==> src/rtl/ddr_req_arbiter_pkg.sv <==
// ddr_req_arbiter_pkg: shared state encodings, tag layout and default parameters
// for the DDR request arbiter and its grant picker.
package ddr_req_arbiter_pkg;

    typedef enum logic [0:0] {
        StIdle   = 1'b0,
        StWrData = 1'b1
    } arbState_e;

    localparam int unsigned ADDR_W = 26;
    localparam int unsigned DEST_W = 4;

    // Read-return tag: {isDisplay, dest[3:0]}
    localparam int unsigned TAG_W      = 5;
    localparam int unsigned TAG_DC_BIT = 4;

    localparam int unsigned DEF_WB_BEATS   = 2;
    localparam int unsigned DEF_READ_BIT   = 28;
    localparam int unsigned DEF_MAX_DC_RUN = 4;

    // One-hot grant bit positions
    localparam int unsigned GNT_DC = 0;
    localparam int unsigned GNT_RD = 1;
    localparam int unsigned GNT_WR = 2;

    typedef logic [2:0] grant_t;

    function automatic logic [TAG_W-1:0] makeTag(input logic isDisplay,
                                                 input logic [DEST_W-1:0] dest);
        logic [TAG_W-1:0] tag;
        tag = '0;
        tag[TAG_DC_BIT] = isDisplay;
        tag[DEST_W-1:0] = dest;
        return tag;
    endfunction

endpackage

==> src/rtl/ddr_arb_pick.sv <==
// ddr_arb_pick: combinational priority decision between the display port and the
// ring queue. Display wins unless it has used up its run while the ring is eligible.
module ddr_arb_pick
    import ddr_req_arbiter_pkg::*;
#(
    parameter int unsigned MAX_DC_RUN = DEF_MAX_DC_RUN
) (
    input  logic       dcElig,
    input  logic       ringRdElig,
    input  logic       ringWrElig,
    input  logic [3:0] dcRun,
    output grant_t     grant
);

    localparam logic [3:0] MaxRun = 4'(MAX_DC_RUN);

    logic ringTurn;
    logic dcWins;

    assign ringTurn = (ringRdElig | ringWrElig) & (dcRun == MaxRun);
    assign dcWins   = dcElig & ~ringTurn;

    // Resolve eligibility flags into a one-hot grant
    always_comb begin
        grant = '0;
        if (dcWins) begin
            grant[GNT_DC] = 1'b1;
        end else if (ringRdElig) begin
            grant[GNT_RD] = 1'b1;
        end else if (ringWrElig) begin
            grant[GNT_WR] = 1'b1;
        end
    end

endmodule

==> src/rtl/ddr_req_arbiter.sv <==
// ddr_req_arbiter: schedules the DDR2 command path between the ring memOp queue and
// the display refresh-read port, streams write beats, and pushes read-return tags.
// Optional statistics counters are enabled by defining DDR_ARB_STATS_EN.
module ddr_req_arbiter
    import ddr_req_arbiter_pkg::*;
#(
    parameter int unsigned WB_BEATS   = DEF_WB_BEATS,
    parameter int unsigned READ_BIT   = DEF_READ_BIT,
    parameter int unsigned MAX_DC_RUN = DEF_MAX_DC_RUN
) (
    input  logic              clock,
    input  logic              reset,
    input  logic              memOpQempty,
    input  logic [DEST_W-1:0] memOpDest,
    input  logic [31:0]       memOpData,
    output logic              rdMemOp,
    input  logic              writeDataQempty,
    input  logic [127:0]      writeDataIn,
    output logic              rdWriteData,
    input  logic              readReq,
    input  logic [ADDR_W-1:0] RA,
    output logic              readAck,
    input  logic              afFull,
    input  logic              wbFull,
    output logic              wrAF,
    output logic [ADDR_W-1:0] afAddress,
    output logic              afRead,
    output logic              wrWB,
    output logic [127:0]      writeData,
    output logic              tagWr,
    output logic [TAG_W-1:0]  tagOut,
    input  logic              tagFull
`ifdef DDR_ARB_STATS_EN
    ,
    output logic [31:0]       statDcGrants,
    output logic [31:0]       statRingReads,
    output logic [31:0]       statRingWrites,
    output logic [31:0]       statStallCycles
`endif
);

    localparam logic [2:0] LastBeat = 3'(WB_BEATS - 1);
    localparam logic [3:0] MaxRun   = 4'(MAX_DC_RUN);

    arbState_e  state_q, state_d;
    logic [2:0] beatCnt_q, beatCnt_d;
    logic [3:0] dcRun_q, dcRun_d;

    logic   inIdle, isRead, beatOk;
    logic   dcElig, ringRdElig, ringWrElig;
    grant_t grant;
    logic   unusedBits;

    // Only the address field and the read flag of the op word are consumed
    assign unusedBits = ^memOpData;

    assign inIdle     = (state_q == StIdle);
    assign isRead     = memOpData[READ_BIT];
    assign beatOk     = ~writeDataQempty & ~wbFull;
    assign dcElig     = inIdle & readReq & ~afFull & ~tagFull;
    assign ringRdElig = inIdle & ~memOpQempty & isRead & ~afFull & ~tagFull;
    assign ringWrElig = inIdle & ~memOpQempty & ~isRead & ~afFull & ~wbFull & ~writeDataQempty;

    ddr_arb_pick #(
        .MAX_DC_RUN (MAX_DC_RUN)
    ) u_pick (
        .dcElig     (dcElig),
        .ringRdElig (ringRdElig),
        .ringWrElig (ringWrElig),
        .dcRun      (dcRun_q),
        .grant      (grant)
    );

    // State, beat counter and display-run counter registers
    always_ff @(posedge clock) begin
        if (reset) begin
            state_q   <= StIdle;
            beatCnt_q <= '0;
            dcRun_q   <= '0;
        end else begin
            state_q   <= state_d;
            beatCnt_q <= beatCnt_d;
            dcRun_q   <= dcRun_d;
        end
    end

    // Display run length: counts display wins while the ring waits, saturates at the limit
    always_comb begin
        dcRun_d = dcRun_q;
        if (memOpQempty || grant[GNT_RD] || grant[GNT_WR]) begin
            dcRun_d = '0;
        end else if (grant[GNT_DC] && (dcRun_q != MaxRun)) begin
            dcRun_d = dcRun_q + 4'd1;
        end
    end

    // Next-state logic and output strobes/muxing; strobes are held low during reset
    always_comb begin
        state_d     = state_q;
        beatCnt_d   = beatCnt_q;
        readAck     = 1'b0;
        rdMemOp     = 1'b0;
        rdWriteData = 1'b0;
        wrAF        = 1'b0;
        afRead      = 1'b1;
        afAddress   = memOpData[ADDR_W-1:0];
        wrWB        = 1'b0;
        writeData   = writeDataIn;
        tagWr       = 1'b0;
        tagOut      = makeTag(1'b0, memOpDest);

        unique case (state_q)
            StIdle: begin
                if (grant[GNT_DC]) begin
                    readAck   = 1'b1;
                    wrAF      = 1'b1;
                    afAddress = RA;
                    tagWr     = 1'b1;
                    tagOut    = makeTag(1'b1, '0);
                end else if (grant[GNT_RD]) begin
                    rdMemOp = 1'b1;
                    wrAF    = 1'b1;
                    tagWr   = 1'b1;
                end else if (grant[GNT_WR]) begin
                    rdMemOp     = 1'b1;
                    wrAF        = 1'b1;
                    afRead      = 1'b0;
                    rdWriteData = 1'b1;
                    wrWB        = 1'b1;
                    if (WB_BEATS > 1) begin
                        state_d   = StWrData;
                        beatCnt_d = 3'd1;
                    end
                end
            end
            StWrData: begin
                if (beatOk) begin
                    rdWriteData = 1'b1;
                    wrWB        = 1'b1;
                    if (beatCnt_q == LastBeat) begin
                        state_d   = StIdle;
                        beatCnt_d = '0;
                    end else begin
                        beatCnt_d = beatCnt_q + 3'd1;
                    end
                end
            end
            default: begin
                state_d   = StIdle;
                beatCnt_d = '0;
            end
        endcase

        if (reset) begin
            readAck     = 1'b0;
            rdMemOp     = 1'b0;
            rdWriteData = 1'b0;
            wrAF        = 1'b0;
            wrWB        = 1'b0;
            tagWr       = 1'b0;
        end
    end

`ifdef DDR_ARB_STATS_EN
    logic anyPending, anyGrant;

    assign anyPending = readReq | ~memOpQempty;
    assign anyGrant   = wrAF | wrWB;

    // Saturating grant and stall statistics
    always_ff @(posedge clock) begin
        if (reset) begin
            statDcGrants    <= '0;
            statRingReads   <= '0;
            statRingWrites  <= '0;
            statStallCycles <= '0;
        end else begin
            if (readAck && (statDcGrants != '1)) begin
                statDcGrants <= statDcGrants + 32'd1;
            end
            if (rdMemOp && afRead && (statRingReads != '1)) begin
                statRingReads <= statRingReads + 32'd1;
            end
            if (rdMemOp && !afRead && (statRingWrites != '1)) begin
                statRingWrites <= statRingWrites + 32'd1;
            end
            if (anyPending && !anyGrant && (statStallCycles != '1)) begin
                statStallCycles <= statStallCycles + 32'd1;
            end
        end
    end
`endif

endmodule

==> config.mk <==
export PLATFORM = sky130hd
export DESIGN_NAME = ddr_req_arbiter
export DESIGN_NICKNAME = d
export VERILOG_FILES = /design/src/rtl/ddr_req_arbiter_pkg.sv /design/src/rtl/ddr_arb_pick.sv /design/src/rtl/ddr_req_arbiter.sv
export SDC_FILE = /design/constraint.sdc
export NUM_CORES = 1
export LEC_CHECK = 0
export BUFFER_PORTS_ARGS = -buffer_cell sky130_fd_sc_hd__clkbuf_2
export CAP_MARGIN = 20
export CORE_AREA = 2 2 140 142
export CTS_CLUSTER_DIAMETER = 200
export CTS_CLUSTER_SIZE = 12
export DETAILED_ROUTE_END_ITERATION = 8
export DIE_AREA = 0 0 142 144
export GPL_ROUTABILITY_DRIVEN = 0
export PLACE_DENSITY_LB_ADDON = 0.3
export SLEW_MARGIN = 20
export SYNTH_ARGS = -nofsm -noshare
export SYNTH_HDL_FRONTEND = slang
export SYNTH_HIERARCHICAL = 1
export SYNTH_SLANG_ARGS = --single-unit
==> constraint.sdc <==
create_clock -name clock -period 2.8 [get_ports clock]
set_input_delay 0 -clock clock [delete_from_list [all_inputs] [get_ports clock]]
set_output_delay 0 -clock clock [all_outputs]
set_load 0.1 [all_outputs]
==> results_dict.tcl <==
set metrics [dict create \
    firstDrtPassIters 4 \
    maxSlewHeadroom 0.6173 \
    grt_pass1_wl_um 7755 \
    ys_seq_area_frac 0.08482 \
    clkTransAtPathRegs_ns 0.04 \
    postCtsHoldBufs 0 \
    cts.sink_count 8 \
    fillCellCount 2152 \
    grt_remaining_overflow 0 \
    final-max-slew-violation-count 0 \
    via_count 1316 \
    syn_nets 434 \
    skew_ns 0.0005326 \
    diodes 0 \
    path_max_fanout 5 \
    use_met2 0.08085 \
    die_w_um 142 \
    syn_avg_cell_area_um2 8.069 \
    clk_path_buf_depth 2 \
    dieArea_um2 20450 \
    drv_cap 0 \
    ys_warn_count 6 \
    grt_usage 0.04910 \
    leakagePower_nw 0.9704 \
    synth_common_cells "buf_4 (130), mux2_2 (24), dfxtp_1 (8)" \
    cts_tree "built" \
    hp-start "writeDataIn[74]" \
    critical_path_class "reg -> out" \
    dpl_cell_area_um2 2260 \
    netlist_instances 234 \
    fp-row-count 51 \
    grt_pass1_vias 1257 \
    avgViaCountPerCell 2.971 \
    grt_max_degree 33 \
    clock_latency_ns 0.23 \
    start_util 0.09896 \
    dpl.cell_count 440 \
    coreArea_um2 19080 \
    numCtsBuffers 3 \
    syn_to_final_growth_pct 23.66 \
    wire_per_inst_um 13.46 \
    setup_viol 0 \
    dp_hpwl_um 5366 \
    hold_path_class "in -> out" \
    nNetsFinal 407 \
    synth-seq-cells 8 \
    drt_wl_total_um 5964 \
    tightest_slew_ns 0.5661 \
    die_y_um 144 \
    synth_edf_count 0 \
    grt_antenna_before_repair 0 \
    drt_iter0_markers 18 \
    whs_ns 0.00002792 \
    r2r_cells 7 \
    async_reset_ff_frac 0 \
    r2r_start "state_q" \
    hold_viol_final 0 \
    yosysTopAreaCell "buf_4" \
    peakVddDrop_mv 0.1987 \
    syn-cell-area_um2 1888 \
    arrival_ns 2.63 \
    fin_cells 443 \
    met1_usage 0.04614 \
    yosysUniqueCellTypes 38 \
    io_pins 364 \
    r2r_end "beatCnt_q[0]" \
    cp-end-kind "primary output" \
    post-route-period-util 0.9377 \
    synthFlopType "dfxtp_1" \
    grt_use_met3 0.02583 \
    drive_gt1_frac 0.7561 \
    yosysMostFrequentCell "buf_4" \
    r2r_slack_ns 0.49 \
    post_cts.repair.setup_buffers 0 \
    post_cts_resized 0 \
    clk_root_buffer_cell "clkbuf_16" \
    synth.top_cell.area_share 0.5169 \
    cp-start-kind "flip-flop" \
    htreeDepth 1 \
    min_to "writeData[74]" \
    required_ns 2.80 \
    drtAntennaViolNets 0 \
    grt_busiest_layer "met2" \
    portBuffers 102 \
    rsz0062_at_grt "no" \
    outcome "finished, final reports clean" \
    synth.area.top_cells "buf_4 (52%), mux2_2 (14%), dfxtp_1 (8.5%), nor2b_1 (2.0%), or4b_4 (1.5%)" \
    holdPathStages 0 \
    powerDensity_nw_per_um2 375.2 \
    max_freq_ghz 0.3809 \
    drc 0 \
    min_period_ns 2.625 \
    final_area_um2 2335 \
]
==> power by group <==
| part | switching, mW | internal, mW |
|---|---|---|
| combinational | 0.331 | 0.186 |
| sequential | 0.00103 | 0.116 |
| clock | 0.0576 | 0.184 |
==> critical path, stage by stage, from the launching register on <==
cell and delay [ns]:
dfxtp_2 0.32, or3_4 0.35, nor4_4 0.30, nand2b_1 0.08, a21oi_1 0.24, or4b_4 0.55, and2_4 0.20, nor2_4 0.16
buf_12 0.19
==> state kept, by name (all words and copies together), names as in the netlist <==
signal	count
beatCnt_q	3
state_q	1
dcRun_q	4
==> layout make-up <==
| type | instances | area, µm² | share of cell area |
|---|---|---|---|
| tap | 238 | 297.8 | 0.1275 |
| inverter | 4 | 15.01 | 0.006431 |
| multi-input combinational | 84 | 782.0 | 0.3349 |
| clock buffer | 3 | 75.07 | 0.03215 |
| sequential | 8 | 161.4 | 0.06913 |
| timing repair buffer | 106 | 1003 | 0.4298 |
==> cells by family (layout without fill, tap and decap cells) <==
logic type / after synthesis / after routing / share of synthesized area
simple gates: 42 / 42 / 0.1412
fa+ha+maj: 2 / 2 / 0.01325
flops: 8 / 8 / 0.08482
compound gates: 12 / 12 / 0.04441
mux: 28 / 28 / 0.1657
buf+inv: 142 / 113 / 0.5507
==> cell usage in the layout (no fill, tap or decap), types with 2 or more instances in the layout <==
master	instances
clkbuf_16	3
dfxtp_1	7
nor3_2	2
clkbuf_2	72
mux2_2	26
nand3_1	2
nor2b_4	6
ha_1	2
buf_4	3
nand2_1	7
or4b_4	2
buf_12	31
inv_1	4
mux2i_1	2
a21oi_1	3
nor2_1	3
nand2b_1	2
nand3b_1	3
==> metrics by stage <==
stage / TNS (ns) / utilization / power, mW / setup slack, ns
floorplan: -1.070 / - / 1.306 / -0.4974
global placement: 0 / 0.1184 / 0.6399 / 0.4230
detailed placement: 0 / 0.1184 / 0.6401 / 0.3854
CTS: 0 / 0.1224 / 0.8826 / 0.1384
global route: 0 / 0.1224 / 0.9036 / 0.02384
finish: 0 / 0.1224 / 0.8760 / 0.1745
==> worst max-delay path by stage <==
stage / slack [ns] / to / depth (start not counted) / startpoint
6_report: 0.17 / wrWB / 8 / state_q
3_3_place_gp: 0.42 / wrWB / 8 / state_q
5_1_grt: 0.02 / wrWB / 8 / state_q
2_1_floorplan: -0.50 / rdMemOp / 8 / state_q
4_1_cts: 0.14 / wrWB / 8 / state_q
3_5_place_dp: 0.39 / wrWB / 8 / state_q
==> metal layers <==
| metal | wire length [µm] | up-vias |
|---|---|---|
| met5 | 0 | - |
| met4 | 491 | 0 |
| met3 | 760 | 56 |
| met2 | 2876 | 111 |
| met1 | 1835 | 567 |
| li1 | - | 582 |
Power figures use the tool's default switching activity.
